<file path="src/rtl/div_unit_pkg.sv">
// div_unit_pkg: DIV/DIVU state encodings, latency, HI/LO result field positions
// and the EXE-stage opcodes that launch the divider.
package div_unit_pkg;

  localparam int DIV_WIDTH   = 32;
  localparam int DIV_LATENCY = DIV_WIDTH + 2;

  typedef enum logic [1:0] {
    IDLE = 2'd0,
    CALC = 2'd1,
    DONE = 2'd2
  } div_state_t;

  localparam int HI_MSB = 63;
  localparam int HI_LSB = 32;
  localparam int LO_MSB = 31;
  localparam int LO_LSB = 0;

  localparam logic [5:0] EXE_DIV_OP  = 6'h1A;
  localparam logic [5:0] EXE_DIVU_OP = 6'h1B;

  function automatic logic div_op_signed(input logic [5:0] op);
    return op == EXE_DIV_OP;
  endfunction

endpackage

</file>
<file path="src/rtl/div_step.sv">
// div_step: one combinational radix-2 restoring iteration on {rem,quo}.
// No state; result settles within the same cycle.
module div_step #(
  parameter int WIDTH = 32
) (
  input  logic [2*WIDTH-1:0] i_rq,
  input  logic [WIDTH-1:0]   i_divisor,
  output logic [2*WIDTH-1:0] o_rq
);

  logic [WIDTH:0]   w_rem_sh;
  logic             w_fits;
  logic [WIDTH-1:0] w_diff;

  // The shifted remainder needs one extra bit; the difference itself always fits WIDTH bits.
  assign w_rem_sh = i_rq[2*WIDTH-1:WIDTH-1];
  assign w_fits   = (w_rem_sh >= {1'b0, i_divisor});
  assign w_diff   = w_rem_sh[WIDTH-1:0] - i_divisor;

  assign o_rq = w_fits ? {w_diff,               i_rq[WIDTH-2:0], 1'b1}
                       : {w_rem_sh[WIDTH-1:0],  i_rq[WIDTH-2:0], 1'b0};

endmodule

</file>
<file path="src/rtl/div_unit.sv">
// div_unit: iterative DIV/DIVU, WIDTH+2 cycles start-to-result_ok; no queueing, cancel aborts.
// Macro DIV_FASTPATH_EN: zero dividend/divisor skips CALC (result_ok 2 cycles after start).
module div_unit
  import div_unit_pkg::*;
#(
  parameter int WIDTH = DIV_WIDTH
) (
  input  logic               clk,
  input  logic               rst,
  input  logic               start,
  input  logic               is_signed,
  input  logic [WIDTH-1:0]   opa,
  input  logic [WIDTH-1:0]   opb,
  input  logic               cancel,
  output logic               busy,
  output logic [2*WIDTH-1:0] result,
  output logic               result_ok
);

  localparam int CW = $clog2(WIDTH + 1);

  div_state_t         r_state, w_state_nxt;
  logic [2*WIDTH-1:0] r_rq, w_rq_step;
  logic [WIDTH-1:0]   r_divisor, r_opa_raw;
  logic               r_quo_neg, r_rem_neg, r_div0;
  logic [CW-1:0]      r_cnt;
  logic [2*WIDTH-1:0] r_result;
  logic               r_result_ok;

  logic               w_launch, w_finish;
  logic [WIDTH-1:0]   w_abs_a, w_abs_b, w_quo_fix, w_rem_fix;

  assign w_abs_a = (is_signed && opa[WIDTH-1]) ? -opa : opa;
  assign w_abs_b = (is_signed && opb[WIDTH-1]) ? -opb : opb;

  div_step #(.WIDTH(WIDTH)) u_step (
    .i_rq      (r_rq),
    .i_divisor (r_divisor),
    .o_rq      (w_rq_step)
  );

  always_ff @(posedge clk or negedge rst) begin
    if (!rst) r_state <= IDLE;
    else      r_state <= w_state_nxt;
  end

  always_comb begin
    w_state_nxt = r_state;
    w_launch    = 1'b0;
    w_finish    = 1'b0;
    case (r_state)
      IDLE: begin
        // A start coinciding with the result_ok cycle is dropped; it must be re-issued.
        if (start && !cancel && !r_result_ok) begin
          w_launch = 1'b1;
`ifdef DIV_FASTPATH_EN
          w_state_nxt = (opa == '0 || opb == '0) ? DONE : CALC;
`else
          w_state_nxt = CALC;
`endif
        end
      end
      CALC: begin
        if (cancel)                          w_state_nxt = IDLE;
        else if (r_cnt == CW'(WIDTH - 1))    w_state_nxt = DONE;
      end
      DONE: begin
        w_state_nxt = IDLE;
        w_finish    = !cancel;
      end
      default: w_state_nxt = IDLE;
    endcase
  end

  assign w_quo_fix = r_quo_neg ? -r_rq[WIDTH-1:0]       : r_rq[WIDTH-1:0];
  assign w_rem_fix = r_rem_neg ? -r_rq[2*WIDTH-1:WIDTH] : r_rq[2*WIDTH-1:WIDTH];

  always_ff @(posedge clk or negedge rst) begin
    if (!rst) begin
      r_rq        <= '0;
      r_divisor   <= '0;
      r_opa_raw   <= '0;
      r_quo_neg   <= 1'b0;
      r_rem_neg   <= 1'b0;
      r_div0      <= 1'b0;
      r_cnt       <= '0;
      r_result    <= '0;
      r_result_ok <= 1'b0;
    end else begin
      r_result_ok <= w_finish;
      if (w_launch) begin
        r_rq      <= {{WIDTH{1'b0}}, w_abs_a};
        r_divisor <= w_abs_b;
        r_opa_raw <= opa;
        r_quo_neg <= is_signed & (opa[WIDTH-1] ^ opb[WIDTH-1]);
        r_rem_neg <= is_signed & opa[WIDTH-1];
        r_div0    <= (opb == '0);
        r_cnt     <= '0;
      end else if (r_state == CALC) begin
        r_rq  <= w_rq_step;
        r_cnt <= r_cnt + CW'(1);
      end
      if (w_finish) begin
        r_result <= r_div0 ? {r_opa_raw, {WIDTH{1'b1}}} : {w_rem_fix, w_quo_fix};
      end
    end
  end

  assign busy      = (r_state != IDLE);
  assign result    = r_result;
  assign result_ok = r_result_ok;

endmodule

</file>
<file path="config.mk">
export PLATFORM = sky130hd
export DESIGN_NAME = div_unit
export DESIGN_NICKNAME = d
export VERILOG_FILES = /design/src/rtl/div_unit_pkg.sv /design/src/rtl/div_step.sv /design/src/rtl/div_unit.sv
export SDC_FILE = /design/constraint.sdc
export NUM_CORES = 1
export LEC_CHECK = 0
export ABC_AREA = 0
export CAP_MARGIN = 20
export CORE_ASPECT_RATIO = 0.7
export CORE_UTILIZATION = 62
export DETAILED_ROUTE_END_ITERATION = 10
export PLACE_DENSITY = 0.86
export SYNTH_ARGS = -nofsm -noshare
export SYNTH_HDL_FRONTEND = slang
export SYNTH_SLANG_ARGS = --single-unit
</file>
<file path="constraint.sdc">
create_clock -name clk -period 8.5 [get_ports clk]
set_clock_uncertainty 0.05 [all_clocks]
set_input_delay 1.7 -clock clk [delete_from_list [all_inputs] [get_ports clk]]
set_output_delay 1.7 -clock clk [all_outputs]
set_load 0.01 [all_outputs]
</file>
======== Yosys cells after proc, flatten, opt, wreduce, memory -nomap -nowiden ========
Cells that the tools add are included.
word-level totals
  output and inout port bits .............. 66
  input port bits ......................... 69
  logic and storage cells ................. 53
  register bits after elaboration ......... 204
operators by class
  eq/ne operators ......................... 5
  $lt $le $gt $ge ......................... 1
  add/subtract/negate cells ............... 6
  reduce and logical (&&, ||, !) cells .... 11
  mux-type cells .......................... 17
  bitwise gates (word level) .............. 3
operators by type and width
  kind                                           count
  two-way mux 64 bit                             4
  two-way mux 32 bit                             4
  negation 32 bit                                4
  greater-or-equal comparator 33 x 32 -> 1 bit   1
  zero test 32 bit                               1
  subtractor 32 bit                              1
  two-way mux 6 bit                              2
  adder 6 x 1 -> 6 bit, second input constant    1
  == test 6 x 5 -> 1 bit, second input constant  1
  two-way mux 2 bit                              3
  logical AND 1 bit                              4
  case mux 2 bit (2 select lines)                1
  nonzero test 2 bit                             2
  two-way mux 1 bit                              3
  inequality test 3 bit, second input constant   1
  AND 1 bit                                      2
  == test 2 x 1 -> 1 bit, second input constant  1
  == test 2 bit, second input constant           1
  zero test 1 bit                                2
  zero test 2 bit                                1
  inequality test 2 bit, second input constant   1
  AND reduction 2 bit                            1
  XOR 1 bit                                      1

======== Depth between registers and ports, before layout ========
Gate-level depths: netlist of run 1.
  depth in word-level cells ............... 6
  mapped depth ............................ 14
  mapped depth without buffers ............ 13

======== By module ========
A second synthesis of run 1 with hierarchy kept.
unflattened totals
  cell total of the unflattened synthesis .. 1633
  area total of the unflattened synthesis .. 13317.8 µm²
modules (own cells, without submodules)
  module    cells each  times used  area an instance (µm²)  seq. area each (µm²)
  div_unit  1253        1           10767.8                 5104.9
  div_step  380         1           2549.9                  0.0

======== Least setup slack after synthesis of run 1 ========
Ideal clock, no wire load.
  path kind ............................... in2reg
  start ................................... input port opa[13]
  end ..................................... register r_rq[29]
  buffers on the path ..................... 0
  data required time ...................... 8368 ps
  data arrival time ....................... 3824 ps
  stages on the path ...................... 8
  path slack .............................. 4545 ps
  setup time .............................. 82 ps
  cell sequence ........................... or4_1 > or3_1 > nor4_1 > nand2_1 > o31ai_1 > xnor2_1 > nor2_1 > a31oi_1
on the way
  cells in the longest elaborated chain, start to end .. 3
ends and longest elaborated chain
  element                 RTL line         text
  start: declaration      div_unit.sv:12   input logic [WIDTH-1:0] opa,
  negation 32 bit         div_unit.sv:33   assign w_abs_a = (is_signed && opa[WIDTH-1]) ? -opa : opa;
  two-way mux 32 bit      div_unit.sv:33
  two-way mux 64 bit      div_unit.sv:91   if (w_launch) begin
  end signal: assignment  div_unit.sv:92   r_rq <= {{WIDTH{1'b0}}, w_abs_a};
  end signal: assignment  div_unit.sv:100  r_rq <= w_rq_step;
  end: declaration        div_unit.sv:23   logic [2*WIDTH-1:0] r_rq, w_rq_step;
Every way passes these cells.
A chain may end at the register's enable or synchronous reset.

======== Worst setup path in the final report of run 1 ========
  start ................................... input port opa[1]
  end ..................................... register r_rq[29]
Same word-level chain as after synthesis.

==> results_dict.tcl, run 1 <==
set metrics [dict create \
    route.detailed.vias_per_inst 6.25 \
    ys_dominant_reg_cell "sky130_fd_sc_hd__dfrtp_1" \
    first_pass_iters 6 \
    mappedNetlistArea_um2 12400 \
    worstSkewPairLatency_ns 0.50 \
    slew_viol_final 0 \
    use_met3_pct 5.76 \
    global_route.usage.total_pct 33.4 \
    hold_ws_ns 0.428 \
    synth_seq_area_share_pct 41.0 \
    avgRoutedWirePerCell_um 18.2 \
    die_x_um 171 \
    seq_power_share_pct 34.7 \
    design.die.area_um2 20700 \
    synth.top_cell.area_share_pct 41.0 \
    synth_async_sr_flop_share_pct 100 \
    endpoint_kind "flip-flop" \
    worst_ep_arrival_time_ns 5.10 \
    power.density_cell_area_nw_per_um2 289 \
    die_y_um 121 \
    cts_root_buf "sky130_fd_sc_hd__clkbuf_16" \
    clock_pin_slew_of_the_registers_on_the_worst_case_setup_and_hold_paths_ns 0.07 \
    cts.htree.levels 1 \
    ys_seq_elements 204 \
    setup_viol 0 \
    count_of_nets_left_with_antenna_violations_after_detail_routing 0 \
    register_area_um2 5110 \
    globalRoute.busiestLayer "met1" \
    area.growth.synth_to_final_pct 17.2 \
    drv.max_cap_violation_count 0 \
    type_of_the_setup_path_with_the_least_slack "in -> reg" \
    min_period_ns 4.73 \
    fmaxAchievable_mhz 211 \
    floorplan.core_area_um2 19300 \
    gp_routability_congestion 0.969 \
    cp.required_ns 8.87 \
    switching_share_pct 41.2 \
    cts_repair_resizes 0 \
    fillerInstances 1419 \
    drcViolationCount 0 \
    hpwlAfterDp_um 23700 \
    antenna_found_initial 1 \
    synth.net_count 1615 \
    timing.max_slew.rel_slack_pct 25.2 \
    period_share_pct 55.7 \
    hold_violations 0 \
    pin_count_of_the_biggest_net_entering_global_routing 81 \
    crit_path_max_fanout 5 \
    finish.net_count 1705 \
    clockBufferDepth 3 \
    groute.layer.met2.usage_pct 50.2 \
    pwr-share-comb_pct 43.6 \
    netSwitchingPower_uw 1730 \
    post-layout-total-power_uw 4210 \
    cp-start-kind "input pin" \
    run_status "finished, final reports clean" \
    netlist.top_cell.by_area "sky130_fd_sc_hd__dfrtp_1" \
    synth_enable_flop_cells 0 \
    timing.hold.worst.class "reg -> reg" \
    post_route_cells_drive_above_1_share_pct 3.67 \
    rsz0062_at_grt "false" \
    grt_pass1_vias 10800 \
    postSynthAreaPerCell_um2 8.25 \
    row_count 42 \
    grt_overflow 0 \
    synthDistinctLibCells 56 \
    cts_buffers 21 \
    portBuffers 134 \
    post_synth_inst_count 1508 \
    leak_pwr_uw 0.00641 \
    yosysWarningCount 0 \
    detailedPlace.worstSlack_ns 3.26 \
    grt_pass1_wl_um 54800 \
    detail_route.wirelength_um 34200 \
    start_util_pct 64.5 \
    power.clock.fraction_pct 21.7 \
    clock_tree_from_tritoncts "yes" \
    detailedRoute.firstIterationViolations 1382 \
    yosys-top-cells-area "sky130_fd_sc_hd__dfrtp_1, sky130_fd_sc_hd__nand2_1, sky130_fd_sc_hd__o21ai_0, sky130_fd_sc_hd__xor2_1, sky130_fd_sc_hd__a21oi_1" \
    internal_power_uw 2480 \
    antennaDiodeCount 0 \
    multiInputGateArea_um2 6880 \
    setup_buffers_after_cts 0 \
    global_route.usage.met1_pct 50.3 \
    vias 11700 \
    number_of_clock_sinks 204 \
    timing_worst_slew_pin_value_ns 1.12 \
    peakVddDrop_mv 0.152 \
    final.setup.tns_ns 0 \
    postCtsHoldBufs 0 \
    num_io_pins 135 \
    final.setup.worst_slack_ns 3.77 \
]
placed cells by master, fill, tap and decap left out, drive strengths merged, types with 6 or more instances in the layout:
| cell type | count |
|---|---|
| and2 | 6 |
| nand2 | 281 |
| nor4 | 14 |
| a21oi | 111 |
| ha | 37 |
| a21o | 17 |
| o21a | 7 |
| nand3 | 40 |
| o41ai | 11 |
| xnor2 | 58 |
| xor2 | 80 |
| buf | 11 |
| or3 | 11 |
| a31oi | 33 |
| and3 | 11 |
| clkdlybuf4s50 | 133 |
| nor2 | 134 |
| mux2i | 26 |
| o21ai | 155 |
| inv | 47 |
| dfrtp | 204 |
| o22a | 6 |
| nor3 | 23 |
| or4 | 19 |
| o31ai | 28 |
| clkbuf | 26 |
| nand2b | 7 |
| nand4 | 7 |
cell families (layout without fill, tap and decap cells):
family	after synthesis	after routing	synth area share [%]
buffers and inverters	126	226	3.86
flip-flops	204	204	41.0
adder cells (fa/ha/maj)	38	38	3.88
multiplexers	26	26	2.09
XOR/XNOR	138	138	9.71
AO/OA/AOI/OAI	407	407	19.4
AND/OR/NAND/NOR	569	569	20.0
state kept, by name (all words and copies together) (netlist names):
name       count
r_divisor     32
result        64
r_div0         1
result_ok      1
r_cnt          6
r_quo_neg      1
r_opa_raw     32
r_rem_neg      1
r_rq          64
r_state        2
metrics by stage:
| stage | cell area [um^2] | util, % | cells |
|---|---|---|---|
| after floorplan | 12400 | - | 1508 |
| after global placement | 13900 | 72.2 | 1839 |
| after detailed placement | 13900 | 72.2 | 1839 |
| after CTS | 14600 | 75.6 | 1872 |
| after global routing | 14600 | 75.6 | 1872 |
| final | 14600 | 75.6 | 1872 |
synthesized netlist by cell type (all sizes together), types with 14 or more instances:
master  count
o31ai      28
a21o       17
nor3       23
mux2i      26
a31oi      33
clkbuf     70
nor4       14
o21ai     155
inv        47
ha         37
nand3      40
xor2       80
nand2     281
nor2      134
a21oi     111
or4        19
xnor2      58
dfrtp     204
metal layers:
| layer | routed length (um) | share of wire (%) |
|---|---|---|
| met3 | 3210 | 9.4 |
| met5 | 12 | 0.035 |
| met1 | 15600 | 46 |
| met2 | 14800 | 43 |
| met4 | 569 | 1.7 |
power groups by stage:
| stage | registers (uW) | logic (uW) | clock network [uW] |
|---|---|---|---|
| after floorplan | 1360 | 1390 | 0 |
| after global placement | 1450 | 1730 | 0 |
| after detailed placement | 1460 | 1780 | 0 |
| after CTS | 1440 | 1800 | 921 |
| after global routing | 1480 | 2030 | 957 |
| final | 1460 | 1840 | 915 |
area by class of cell:
class | count | share of cell area, %
clock inverter | 8 | 0.678
sequential | 204 | 35.0
tap | 264 | 2.26
clock buffer | 25 | 3.84
inverter | 48 | 1.24
timing repair buffer | 145 | 9.79
multi-input combinational | 1178 | 47.2
worst paths after layout:
kind	from	end	slack [ns]	cells past startpoint
setup / recovery	opa[1]	r_rq[29]	3.77	10
hold / removal	result[30]	result[30]	0.43	2
setup reg to reg	r_rq[31]	r_rq[60]	4.65	13
hold reg to reg	result[30]	result[30]	0.43	2
max in group asynchronous	rst	r_cnt[4]	5.94	2
min in group asynchronous	rst	r_rq[39]	1.18	1
critical path, cell delays in order:
cell and delay (ns):
sky130_fd_sc_hd__clkdlybuf4s50_1 0.44, sky130_fd_sc_hd__or2_2 0.32, sky130_fd_sc_hd__nor4_1 0.49, sky130_fd_sc_hd__nand2_1 0.33, sky130_fd_sc_hd__nor4_1 0.91, sky130_fd_sc_hd__nand2_1 0.22, sky130_fd_sc_hd__o31ai_1 0.30, sky130_fd_sc_hd__xnor2_1 0.15
sky130_fd_sc_hd__nor2_1 0.06, sky130_fd_sc_hd__a31oi_1 0.16
Note: power is estimated with default switching activity, not from simulation.
==> inputs of run 2 (changes only) <==
- CORE_UTILIZATION: 62 -> 52
- PLACE_DENSITY: 0.86 -> 0.77
- clock period: 8.5 -> 3.9 ns (I/O delays scaled with it)
==> results_dict.tcl, run 2 (same netlist as run 1, synthesis figures left out) <==
set metrics [dict create \
    cts_root_buf "sky130_fd_sc_hd__clkbuf_16" \
    vias 11500 \
    final.setup.worst_slack_ns 0.363 \
    antennaDiodeCount 0 \
    period_share_pct 90.7 \
    most_common_cell_after_layout_fill_and_taps_aside "sky130_fd_sc_hd__nand2_1" \
    grt_pass1_vias 10700 \
    setup_viol 0 \
    worst_ep_arrival_time_ns 3.87 \
    fmaxAchievable_mhz 283 \
    clockBufferDepth 3 \
    final.setup.tns_ns 0 \
    power.density_cell_area_nw_per_um2 631 \
    setup_buffers_after_cts 0 \
    design.die.area_um2 24600 \
    min_period_ns 3.54 \
    count_of_nets_left_with_antenna_violations_after_detail_routing 0 \
    hold_violations 0 \
    drcViolationCount 0 \
    avgRoutedWirePerCell_um 17.8 \
    area.growth.synth_to_final_pct 19.7 \
    worstSetupPathDepth 9 \
    path_delay_family "simple AND/OR/NAND/NOR gates" \
    pin_count_of_the_biggest_net_entering_global_routing 114 \
    rsz0062_at_grt "false" \
    start_util_pct 53.9 \
    hpwlAfterDp_um 25000 \
    detail_route.wirelength_um 34500 \
    type_of_the_setup_path_with_the_least_slack "reg -> reg" \
    ff2ff_path_depth 9 \
    route.detailed.vias_per_inst 5.92 \
    cp_common_cell "sky130_fd_sc_hd__or4_1" \
    cp-start-kind "flip-flop" \
    endpoint_kind "flip-flop" \
    cts.htree.levels 1 \
    run_status "finished, final reports clean" \
    first_pass_iters 5 \
    die_x_um 187 \
    timing.hold.worst.class "in -> async" \
    postCtsHoldBufs 0 \
    clock_pin_slew_of_the_registers_on_the_worst_case_setup_and_hold_paths_ns 0.07 \
    worstSkewPairLatency_ns 0.50 \
    gp_routability_congestion 0.922 \
    cts_buffers 21 \
    fillerInstances 2008 \
    grt_pass1_wl_um 57000 \
    critical-path-slowest-cell "sky130_fd_sc_hd__or4_1" \
    most-common-layout-cells "sky130_fd_sc_hd__nand2_1, sky130_fd_sc_hd__dfrtp_1, sky130_fd_sc_hd__o21ai_0" \
    crit_path_max_fanout 7 \
    global_route.usage.total_pct 28.2 \
    num_io_pins 135 \
    post_route_cells_drive_above_1_share_pct 5.09 \
    number_of_clock_sinks 204 \
    drv.max_cap_violation_count 0 \
    row_count 46 \
    die_y_um 131 \
    timing.max_slew.rel_slack_pct 28.5 \
    portBuffers 134 \
    clock_tree_from_tritoncts "yes" \
    crit_buf_inv 0 \
    timing_worst_slew_pin_value_ns 1.07 \
    floorplan.core_area_um2 23100 \
    antenna_found_initial 0 \
    max_stage_delay_ns 0.51 \
    cts_repair_resizes 0 \
    slew_viol_final 0 \
    peakVddDrop_mv 0.381 \
    detailedRoute.firstIterationViolations 1243 \
    leak_pwr_uw 0.00656 \
    detailedPlace.worstSlack_ns 0.165 \
    finish.net_count 1727 \
    path_cells "or4_1, or4_4, or4_1, or4_1, or4_1, o21ai_1, xnor2_1, o21ai_1, nand2_1" \
    grt_overflow 0 \
    cp.required_ns 4.24 \
]
[run 2: cell count changes in the layout (fill, tap and decap cells not counted), sizes merged]
| cell | previous run | this run |
|---|---|---|
| buf | 11 | 33 |
| clkbuf | 26 | 28 |
| clkinv | 5 | 3 |
| bufinv | 2 | 3 |
[run 2: per-layer routing]
metal / GRT usage, % / up-vias / share of wire (%)
met5: 0 / - / 0
met4: 4.05 / 0 / 1.2
met3: 4.59 / 41 / 7.5
met2: 41.2 / 419 / 42
met1: 44.4 / 5549 / 49
li1: - / 5488 / -
[run 2: area by class of cell]
cell class | count | area (um^2) | share of cell area (%)
flip-flops and latches | 204 | 5110 | 34.3
well taps | 312 | 390 | 2.62
inverters | 48 | 180 | 1.21
repair buffers | 167 | 1620 | 10.9
multi-input cells | 1178 | 6890 | 46.2
clock buffers | 27 | 598 | 4.02
clock inverters | 7 | 115 | 0.773
[run 2: power by group]
| part | leakage [uW] | internal, uW | switching, uW |
|---|---|---|---|
| sequential | 0.00260 | 2540 | 617 |
| combinational | 0.00361 | 1770 | 2330 |
| clock | 0.000346 | 1270 | 862 |
| total | 0.00656 | 5590 | 3810 |
[run 2: final timing paths]
kind	startpoint	to	slack, ns
worst max-delay path	r_rq[16]	result[30]	0.36
max in group asynchronous	rst	r_div0	2.65
worst min-delay path	rst	r_rq[38]	0.23
worst min register to register	result[41]	result[41]	0.42
worst max register to register	r_rq[16]	result[30]	0.36
min in group clk	result[41]	result[41]	0.42
[run 2: metrics by stage]
step / util (%) / hold slack (ns) / std cells / cell area [um^2] / total power, uW
finish: 64.5 / 0.234 / 1943 / 14900 / 9390
floorplan: - / 0.395 / 1508 / 12400 / 5980
CTS: 64.5 / 0.254 / 1943 / 14900 / 9330
global placement: 61.4 / 0.410 / 1909 / 14200 / 7090
global route: 64.5 / 0.276 / 1943 / 14900 / 10000
detailed placement: 61.4 / 0.417 / 1909 / 14200 / 7170
==> inputs of run 3 (changes only) <==
- REMOVE_ABC_BUFFERS: unset -> 1
==> results_dict.tcl, run 3 (same netlist as run 1, synthesis figures left out) <==
set metrics [dict create \
    gp_routability_congestion 0.897 \
    most-common-layout-cells "sky130_fd_sc_hd__nand2_1, sky130_fd_sc_hd__dfrtp_1, sky130_fd_sc_hd__o21ai_0" \
    endpoint_kind "flip-flop" \
    die_x_um 187 \
    cts_buffers 22 \
    timing.max_slew.rel_slack_pct 31.8 \
    power.density_cell_area_nw_per_um2 632 \
    start_util_pct 53.9 \
    vias 11400 \
    type_of_the_setup_path_with_the_least_slack "reg -> reg" \
    period_share_pct 93.2 \
    timing_worst_slew_pin_value_ns 1.02 \
    critical_path.reg2reg.startpoint "r_rq[4]" \
    detail_route.wirelength_um 34300 \
    detailedRoute.firstIterationViolations 1070 \
    setup_buffers_after_cts 0 \
    hpwlAfterDp_um 24800 \
    antennaDiodeCount 0 \
    cts.htree.levels 1 \
    worstSkewPairLatency_ns 0.51 \
    rsz0062_at_grt "false" \
    design.die.area_um2 24600 \
    netSwitchingPower_uw 3810 \
    power.clock.fraction_pct 23.2 \
    drv.max_cap_violation_count 0 \
    leak_pwr_uw 0.00659 \
    slew_viol_final 0 \
    fillerInstances 2000 \
    finish.utilization_pct 64.7 \
    clock_pin_slew_of_the_registers_on_the_worst_case_setup_and_hold_paths_ns 0.06 \
    global_route.usage.total_pct 28.0 \
    fmaxAchievable_mhz 275 \
    most_common_cell_after_layout_fill_and_taps_aside "sky130_fd_sc_hd__nand2_1" \
    crit_path_max_fanout 5 \
    grt_overflow 0 \
    number_of_clock_sinks 204 \
    drcViolationCount 0 \
    route.detailed.vias_per_inst 5.85 \
    setup_viol 0 \
    postCtsHoldBufs 0 \
    fin_area_um2 14900 \
    dpl-instance-area_um2 14200 \
    peakVddDrop_mv 0.363 \
    run_status "finished, final reports clean" \
    cp.required_ns 4.24 \
    worst-r2r-setup-slack_ns 0.27 \
    timing.rr.end "result[31]" \
    avgRoutedWirePerCell_um 17.6 \
    pin_count_of_the_biggest_net_entering_global_routing 134 \
    die_y_um 131 \
    grt_pass1_wl_um 56600 \
    finish.net_count 1729 \
    clockBufferDepth 3 \
    count_of_nets_left_with_antenna_violations_after_detail_routing 0 \
    min_period_ns 3.63 \
    post_route_cells_drive_above_1_share_pct 5.31 \
    seq_power_share_pct 33.4 \
    cts_repair_resizes 0 \
    num_io_pins 135 \
    first_pass_iters 7 \
    clock_tree_from_tritoncts "yes" \
    worst_ep_arrival_time_ns 3.98 \
    antenna_found_initial 0 \
    row_count 46 \
    grt_pass1_vias 10700 \
    timing.hold.worst.class "in -> async" \
    portBuffers 134 \
    floorplan.core_area_um2 23100 \
    internal_power_uw 5620 \
    cp-start-kind "flip-flop" \
    ff2ff_path_depth 9 \
    cts_root_buf "sky130_fd_sc_hd__clkbuf_16" \
    area.growth.synth_to_final_pct 20.0 \
    hold_violations 0 \
    pwr-share-comb_pct 43.4 \
    switching_share_pct 40.4 \
]
[run 3: cell count changes in the layout (fill, tap and decap cells not counted), sizes merged]
cell      previous run  this run
inv                 47        48
clkinv               3         8
clkinvlp             2         1
buf                 33        34
[run 3: routing by layer]
| metal | vias to the layer above | share of wire, % | global-route usage (%) |
|---|---|---|---|
| li1 | 5486 | - | - |
| met1 | 5500 | 49 | 44.0 |
| met5 | - | 0 | 0 |
| met3 | 30 | 7.2 | 4.91 |
| met2 | 388 | 42 | 40.8 |
| met4 | 0 | 1.1 | 3.87 |
[run 3: how the worst max path moves through the flow]
stage / from / endpoint / slack (ns)
after global routing: r_rq[4] / result[31] / 0.05
after floorplan: cancel / r_rq[0] / -1.57
after CTS: r_rq[4] / result[31] / 0.32
after global placement: opa[11] / r_rq[31] / 0.24
final: r_rq[4] / result[31] / 0.27
after detailed placement: opa[8] / r_rq[28] / 0.20
[run 3: metrics by stage]
stage          total power [uW]  TNS (ns)  instances  hold slack (ns)  worst slack, ns
3_5_place_dp               7180         0       1910            0.416            0.204
3_3_place_gp               7110         0       1910            0.412            0.239
6_report                   9440         0       1949            0.254            0.265
5_1_grt                   10100         0       1949            0.299           0.0526
4_1_cts                    9410         0       1949            0.284            0.322
2_1_floorplan              5960   -118.71       1430            0.395            -1.57
[run 3: critical path, stage by stage, from the launching register on]
cell                      delay (ns)
sky130_fd_sc_hd__dfrtp_1        0.44
sky130_fd_sc_hd__nor3_1         0.48
sky130_fd_sc_hd__nand4_1        0.40
sky130_fd_sc_hd__or4_4          0.60
sky130_fd_sc_hd__or4_1          0.45
sky130_fd_sc_hd__or4_4          0.47
sky130_fd_sc_hd__o31ai_2        0.28
sky130_fd_sc_hd__xnor2_1        0.10
sky130_fd_sc_hd__o21ai_1        0.17
sky130_fd_sc_hd__nand2_1        0.07
[run 3: power groups by stage]
stage	clock (uW)	combinational, uW	sequential, uW
floorplan	0	2970	2990
global placement	0	3950	3160
detailed placement	0	4020	3170
CTS	2220	4050	3140
global route	2310	4590	3220
finish	2190	4090	3160
[run 3: area by class of cell]
class                   instances  area (um^2)  share of cell area (%)
clock buffers                  27          601                    4.02
clock inverters                12          145                   0.972
inverters                      48          180                    1.21
multi-input cells            1178         6890                    46.1
flip-flops and latches        204         5110                    34.2
well taps                     312          390                    2.61
repair buffers                168         1630                    10.9
